[config.mk]
export PLATFORM = sky130hd
export DESIGN_NAME = regfile_write_queue_flat
export DESIGN_NICKNAME = d
export VERILOG_FILES = /design/src/rtl/regfile_write_queue_pkg.sv /design/src/rtl/regfile_write_queue_if.sv /design/src/rtl/regfile_write_queue_wb_fifo.sv /design/src/rtl/regfile_write_queue.sv /design/src/flat_wrapper.sv
export SDC_FILE = /design/constraint.sdc
export NUM_CORES = 1
export LEC_CHECK = 0
export ABC_AREA = 1
export CAP_MARGIN = 20
export CORE_UTILIZATION = 51
export DETAILED_ROUTE_END_ITERATION = 12
export PLACE_DENSITY = 0.74
export RECOVER_POWER = 50
export SETUP_SLACK_MARGIN = 0.4
export SLEW_MARGIN = 30
export SYNTH_ARGS = -nofsm -noshare
export SYNTH_HDL_FRONTEND = slang
export SYNTH_HIERARCHICAL = 1
export SYNTH_SLANG_ARGS = --single-unit
[constraint.sdc]
create_clock -name clk -period 2.7 [get_ports clk]
set_clock_uncertainty 0.1 [all_clocks]
set_input_delay 0.405 -clock clk [delete_from_list [all_inputs] [get_ports clk]]
set_output_delay 0.405 -clock clk [all_outputs]
set_load 0.01 [all_outputs]
[src/rtl/regfile_write_queue_pkg.sv]
// Shared types for the register file write-back path.
// Optional feature macro: R0_DISCARD_EN (writes to and lookups of register 0 are dropped).
package regfile_pkg;

    localparam int REG_ADDR_W = 5;
    localparam int REG_DATA_W = 32;
    localparam int NUM_REGS   = 32;

`ifdef R0_DISCARD_EN
    localparam bit R0_DISCARD = 1'b1;
`else
    localparam bit R0_DISCARD = 1'b0;
`endif

    typedef struct packed {
        logic [REG_ADDR_W-1:0] addr;
        logic [REG_DATA_W-1:0] data;
    } wb_entry_t;

    typedef enum logic [1:0] {
        SRC_NONE,
        SRC_A,
        SRC_B
    } wb_src_e;

    // Register 0 is hard-wired to zero when the discard option is built in.
    function automatic logic isDiscarded(input logic [REG_ADDR_W-1:0] addr);
        return R0_DISCARD && (addr == '0);
    endfunction

endpackage

[src/rtl/regfile_write_queue_if.sv]
// Write-request, register-file write port and forwarding lookup signals of regfile_write_queue.
interface regfile_write_queue_if;
    import regfile_pkg::*;

    logic                  aValid;
    logic                  aReady;
    logic [REG_ADDR_W-1:0] aAddr;
    logic [REG_DATA_W-1:0] aData;
    logic                  bValid;
    logic                  bReady;
    logic [REG_ADDR_W-1:0] bAddr;
    logic [REG_DATA_W-1:0] bData;
    logic                  rfWe;
    logic [REG_ADDR_W-1:0] rfWaddr;
    logic [REG_DATA_W-1:0] rfWdata;
    logic [REG_ADDR_W-1:0] lkAddr;
    logic                  lkHit;
    logic [REG_DATA_W-1:0] lkData;

    modport master (
        output aValid, aAddr, aData, bValid, bAddr, bData, lkAddr,
        input  aReady, bReady, rfWe, rfWaddr, rfWdata, lkHit, lkData
    );

    modport slave (
        input  aValid, aAddr, aData, bValid, bAddr, bData, lkAddr,
        output aReady, bReady, rfWe, rfWaddr, rfWdata, lkHit, lkData
    );

endinterface

[src/rtl/regfile_write_queue_wb_fifo.sv]
// In-order write-back queue; entries are presented oldest-first so the lookup can pick the youngest match.
module wb_fifo
    import regfile_pkg::*;
#(
    parameter int DEPTH = 4,
    localparam int PTR_W = $clog2(DEPTH),
    localparam int CNT_W = PTR_W + 1
) (
    input  logic                  clk,
    input  logic                  rst,
    input  logic                  push,
    input  wb_entry_t             pushEntry,
    input  logic                  pop,
    output logic [CNT_W-1:0]      count,
    output wb_entry_t [DEPTH-1:0] entries,
    output logic [DEPTH-1:0]      entryValid
);

    logic [PTR_W-1:0] wrPtr;
    logic [PTR_W-1:0] rdPtr;
    wb_entry_t        mem [DEPTH];

    always_ff @(posedge clk) begin
        if (push) begin
            mem[wrPtr] <= pushEntry;
        end
    end

    // DEPTH is a power of two, so the pointers wrap naturally.
    always_ff @(posedge clk or posedge rst) begin
        if (rst) begin
            wrPtr <= '0;
            rdPtr <= '0;
            count <= '0;
        end else begin
            if (push) begin
                wrPtr <= wrPtr + PTR_W'(1);
            end
            if (pop) begin
                rdPtr <= rdPtr + PTR_W'(1);
            end
            case ({push, pop})
                2'b10:   count <= count + CNT_W'(1);
                2'b01:   count <= count - CNT_W'(1);
                default: count <= count;
            endcase
        end
    end

    always_comb begin
        entries    = '0;
        entryValid = '0;
        for (int i = 0; i < DEPTH; i++) begin
            entries[i]    = mem[rdPtr + PTR_W'(i)];
            entryValid[i] = CNT_W'(i) < count;
        end
    end

endmodule

[src/rtl/regfile_write_queue.sv]
// Two-source write-back arbiter and queue feeding the register file write port, with pending-write lookup.
// Optional feature macro: R0_DISCARD_EN (see regfile_pkg).
module regfile_write_queue
    import regfile_pkg::*;
#(
    parameter int DEPTH = 4
) (
    input logic                  clk,
    input logic                  rst,
    regfile_write_queue_if.slave bus
);

    localparam int CNT_W = $clog2(DEPTH) + 1;

    logic [CNT_W-1:0]      count;
    wb_entry_t [DEPTH-1:0] entries;
    logic [DEPTH-1:0]      entryValid;
    logic                  notFull;
    wb_src_e               src;
    wb_entry_t             acceptEntry;
    logic                  push;
    logic                  pop;

    // Ready deliberately ignores the pop happening this cycle.
    assign notFull    = count < CNT_W'(DEPTH);
    assign bus.aReady = notFull;
    assign bus.bReady = notFull && !bus.aValid;

    always_comb begin
        src         = SRC_NONE;
        acceptEntry = '{addr: bus.aAddr, data: bus.aData};
        if (bus.aValid && notFull) begin
            src = SRC_A;
        end else if (bus.bValid && notFull) begin
            src         = SRC_B;
            acceptEntry = '{addr: bus.bAddr, data: bus.bData};
        end
    end

    assign push = (src != SRC_NONE) && !isDiscarded(acceptEntry.addr);
    assign pop  = count != '0;

    wb_fifo #(.DEPTH(DEPTH)) fifo (
        .clk       (clk),
        .rst       (rst),
        .push      (push),
        .pushEntry (acceptEntry),
        .pop       (pop),
        .count     (count),
        .entries   (entries),
        .entryValid(entryValid)
    );

    always_ff @(posedge clk or posedge rst) begin
        if (rst) begin
            bus.rfWe    <= 1'b0;
            bus.rfWaddr <= '0;
            bus.rfWdata <= '0;
        end else if (pop) begin
            bus.rfWe    <= 1'b1;
            bus.rfWaddr <= entries[0].addr;
            bus.rfWdata <= entries[0].data;
        end else begin
            bus.rfWe <= 1'b0;
        end
    end

    // Scan oldest to youngest so the last match (youngest) overrides.
    always_comb begin
        bus.lkHit  = 1'b0;
        bus.lkData = '0;
        if (bus.rfWe && (bus.rfWaddr == bus.lkAddr)) begin
            bus.lkHit  = 1'b1;
            bus.lkData = bus.rfWdata;
        end
        for (int i = 0; i < DEPTH; i++) begin
            if (entryValid[i] && (entries[i].addr == bus.lkAddr)) begin
                bus.lkHit  = 1'b1;
                bus.lkData = entries[i].data;
            end
        end
        if (isDiscarded(bus.lkAddr)) begin
            bus.lkHit  = 1'b0;
            bus.lkData = '0;
        end
    end

endmodule

[src/flat_wrapper.sv]
// flat-port wrapper written by rule: the top's interface ports become plain ports
module regfile_write_queue_flat import regfile_pkg::*;
#(
    parameter int DEPTH = 4
)
  (clk, rst, bus_aValid, bus_aAddr, bus_aData, bus_bValid, bus_bAddr, bus_bData, bus_lkAddr, bus_aReady, bus_bReady, bus_rfWe, bus_rfWaddr, bus_rfWdata, bus_lkHit, bus_lkData);
  regfile_write_queue_if bus_i ();
  input logic clk;
  input logic rst;
  input wire logic [$bits(bus_i.aValid)-1:0] bus_aValid;
  input wire logic [$bits(bus_i.aAddr)-1:0] bus_aAddr;
  input wire logic [$bits(bus_i.aData)-1:0] bus_aData;
  input wire logic [$bits(bus_i.bValid)-1:0] bus_bValid;
  input wire logic [$bits(bus_i.bAddr)-1:0] bus_bAddr;
  input wire logic [$bits(bus_i.bData)-1:0] bus_bData;
  input wire logic [$bits(bus_i.lkAddr)-1:0] bus_lkAddr;
  output wire logic [$bits(bus_i.aReady)-1:0] bus_aReady;
  output wire logic [$bits(bus_i.bReady)-1:0] bus_bReady;
  output wire logic [$bits(bus_i.rfWe)-1:0] bus_rfWe;
  output wire logic [$bits(bus_i.rfWaddr)-1:0] bus_rfWaddr;
  output wire logic [$bits(bus_i.rfWdata)-1:0] bus_rfWdata;
  output wire logic [$bits(bus_i.lkHit)-1:0] bus_lkHit;
  output wire logic [$bits(bus_i.lkData)-1:0] bus_lkData;
  assign bus_i.aValid = bus_aValid;
  assign bus_i.aAddr = bus_aAddr;
  assign bus_i.aData = bus_aData;
  assign bus_i.bValid = bus_bValid;
  assign bus_i.bAddr = bus_bAddr;
  assign bus_i.bData = bus_bData;
  assign bus_i.lkAddr = bus_lkAddr;
  assign bus_aReady = bus_i.aReady;
  assign bus_bReady = bus_i.bReady;
  assign bus_rfWe = bus_i.rfWe;
  assign bus_rfWaddr = bus_i.rfWaddr;
  assign bus_rfWdata = bus_i.rfWdata;
  assign bus_lkHit = bus_i.lkHit;
  assign bus_lkData = bus_i.lkData;
  regfile_write_queue #(.DEPTH(DEPTH)) u_core (.clk(clk), .rst(rst), .bus(bus_i));
endmodule
==> implementation parameters <==
Parameter                              Value

Global routing
  Gr usage total    0.283
  First-pass GRT wire length    54.0 mm
  Pin count of the biggest net entering global routing    146
  Number of global-route vias before repair    about 11000
  Antenna violations before repair    0
  Gr ovfl total    0

Layout
  Ant diodes    0
  Nets    1927
  Summed area of non-filler cells in the final layout    roughly 16000 µm²
  Post-Layout Cell Count    2168
  Area Overhead vs Synth    30.4%
  Share of layout cells above drive strength 1    0.184
  Area occupied by registers    approximately 5600 µm²
  Fill cell total of the finished layout    between 1500 and 2000
  Area taken by multi-input logic gates    6060 µm²

Die
  Die ar.    25000 µm²
  Starting Density    0.524
  Placeable core region    23700 µm²
  Number of placement rows    56
  I/O Pins    156
  Die width    158 µm
  Die Ht    158 µm

Synth
  Synthesized instance count    approximately 1600
  Syn avg cell area    7.61 µm²
  Synth Register Bits    193
  Number of synthesis warnings    6
  Synthesized cell area    12400 µm²
  Synth Net Count    1722
  Register area share after synthesis    0.449
  Yosys cell types    30

Power
  Power per unit of standard cell area    1270 nW/µm²
  Maximum vdd drop    754 µV
  Standby leakage power    7.64 nW

Run status
  Failing checks    setup timing
  Status    finished with violations

Job
  Max-cap violations    0

Timing
  Worst slew margin relative to its limit    0.281
  Final period utilization    1.30
  RSZ-0062 raised after global routing    yes
  Transition time at the pin with the least slew margin    1080 ps
  Hold violation count in the final report    0
  Final setup TNS    -23730 ps
  Worst setup margin    -801 ps
  Maximum achievable frequency    between 200 and 300 MHz
  Minimum period implied by the final worst setup slack    3500 ps
  Max Slew Vio Count    0
  Final setup viols    33

Setup path
  Reg2reg start    u_core/fifo/count[2]
  Type of origin of the critical path    flop
  Path type of the worst setup path    reg -> out
  Worst-path fanout max    7
  Data arrival time of the critical path    3000 ps
  Worst path buffer plus inverter count    10
  Most used cell, CP    buf_6
  Number of cells traversed by the worst register-to-register path    5
  Slowest Stage Delay on Critical Path    500 ps
  Capture instance of the worst register-to-register path    u_core/bus.rfWaddr[0]
  Register-to-register path setup slack    200 ps
  Setup crit end kind    output port
  Slowest-stage cell, CP    dfrtp_4
  Crit-path cells    buf_6, xnor2_4, buf_12, buf_12, buf_6, buf_6, nand2_2, nand2_2, o22ai_2, nor2_2, nand3_2, inv_4, buf_6, buf_16, buf_12, nor2_4, nand2_2, nand2_2, buf_6
  Crit path required time    2190 ps
  Family of cells with the greatest summed delay on the critical path    buffers and inverters

Drt
  Detail-routed net length per standard cell    ~16 µm
  Post-route ant nets    0
  First-pass detailed-route iteration total    6
  Vias    11400
  Initial drt markers    slightly below 1000
  Overall routed net length    34.3 mm
  Detail-routed via count per cell    5.28
  DRC violation count after routing    0

Clock network
  Reg clk slew, reported paths    ~70 ps
  Clock tree buffer depth    2
  TritonCTS clock tree    built
  Clock sink count    193
  Latest clock arrival within the worst-skew pair    about 440 ps
  H-Tree Level Count    4
  Clock root buffer    clkbuf_16
  Quantity of hold-fixing buffers added after cts    0
  Number of buffers inserted during clock tree synthesis    17

Place
  Number of placed cells counting well taps    2097
  Post-detailed-placement half-perimeter wirelength    21.9 mm
  Cell Area, Placed    14800 µm²
  Gp weighted congestion    0.877
  Count of buffers from port buffering    155

Hold path
  Hold Crit Class    in -> async
-- worst max-delay path by stage --
stage,end,start,cells after the start
floorplan,bus_lkData[29],u_core/fifo/rdPtr[0],19
global placement,bus_lkData[10],bus_lkAddr[4],10
detailed placement,bus_lkData[10],u_core/fifo/rdPtr[0],15
CTS,bus_lkData[17],u_core/fifo/rdPtr[0],21
global route,bus_lkData[10],u_core/fifo/rdPtr[0],20
finish,bus_lkData[10],u_core/fifo/rdPtr[0],19
-- placed cells by master, fill, tap and decap left out, drive strengths merged, types with 38 or more instances in the layout --
| master | instances |
|---|---|
| nand2 | 636 |
| o21ai | 220 |
| inv | 162 |
| nor2 | 159 |
| edfxtp | 148 |
| buf | 147 |
| clkdlybuf4s50 | 120 |
| mux2i | 74 |
| dfrtp | 45 |
| mux2 | 38 |
-- logic make-up (layout without fill, tap and decap cells) --
family,count (synthesis),count (layout),synth area share
fa+ha+maj,8,8,0.00806
buf+inv,252,470,0.0912
xor+xnor,7,7,0.00645
simple gates,805,805,0.249
mux,112,112,0.0941
compound gates,254,254,0.103
flops,193,193,0.449
-- sequential cells by signal, summed over array words and instances, names as in the netlist --
name / flops
u_core/bus.rfWaddr: 5
u_core/fifo/count: 3
u_core/fifo/wrPtr: 2
u_core/fifo/rdPtr: 2
u_core/fifo/mem: 148
u_core/bus.rfWe: 1
u_core/bus.rfWdata: 32
-- report_power, final --
part | total, mW | switching, mW | internal [mW] | leakage, nW
sequential | 4.51 | 0.418 | 4.09 | 1.86
clock | 2.52 | 1.27 | 1.24 | 0.281
combinational | 13.5 | 7.69 | 5.81 | 5.49
-- synth_stat cells --
cell type | count | area [µm²]
mux2_2 | 38 | 428
clkbuf_1 | 28 | 105
o22ai_1 | 1 | 6.26
xor2_1 | 4 | 35.0
edfxtp_1 | 148 | 4440
nand2_1 | 635 | 2380
inv_1 | 145 | 544
a22oi_1 | 1 | 7.51
nand2_2 | 1 | 6.26
buf_6 | 9 | 101
a21oi_1 | 32 | 160
nand4_1 | 1 | 6.26
xnor2_4 | 1 | 27.5
buf_1 | 2 | 7.51
nand3_1 | 5 | 25.0
xnor2_1 | 2 | 17.5
buf_4 | 14 | 105
clkbuf_2 | 1 | 5.00
o21ai_0 | 220 | 1100
mux2i_1 | 74 | 741
nand3_4 | 1 | 17.5
buf_2 | 43 | 215
inv_2 | 9 | 33.8
nor2_1 | 154 | 578
nor2_8 | 1 | 20.0
dfrtp_1 | 45 | 1130
nor2_2 | 4 | 25.0
ha_1 | 8 | 100
nand3_2 | 3 | 30.0
buf_8 | 1 | 15.0
-- layout make-up --
| type | count | area share |
|---|---|---|
| Inverter | 154 | 0.0362 |
| Sequential cell | 193 | 0.344 |
| Tap cell | 319 | 0.0246 |
| Clock inverter | 15 | 0.0101 |
| Clock buffer | 17 | 0.0263 |
| Timing Repair Buffer | 284 | 0.184 |
| Multi-Input combinational cell | 1186 | 0.374 |
-- repair_timing --
action	4_1_cts	5_1_grt
pin swaps	39	35
endpoints found under the setup margin	33	37
gates resized for setup	211	73
buffers inserted	25	6
gates cloned	8	0
-- per-stage QoR --
stage	total power, mW	setup WS [ps]	hold WS [ps]	util
3_3_place_gp	16.2	-569	426	0.625
3_5_place_dp	16.4	-563	443	0.626
4_1_cts	20.1	-730	185	0.677
5_1_grt	22.1	-904	334	0.684
6_report	20.5	-801	299	0.684
2_1_floorplan	12.4	73.5	108	-
-- worst reg2reg max path, delay by kind of cell, from the launching register on --
family / cells / cell delay [ps]
buffers and inverters: 3 / 1040
multiplexers: 1 / 440
AND/OR/NAND/NOR: 1 / 420
flip-flops: 1 / 380
-- metal layers --
| metal | track usage | share of wire | vias up |
|---|---|---|---|
| li1 | - | - | 5636 |
| met1 | 0.350 | 0.40 | 5217 |
| met2 | 0.498 | 0.50 | 500 |
| met3 | 0.0389 | 0.071 | 88 |
| met4 | 0.109 | 0.031 | 0 |
| met5 | 0 | 0 | - |
No activity file was read; power rests on OpenSTA's default activity.
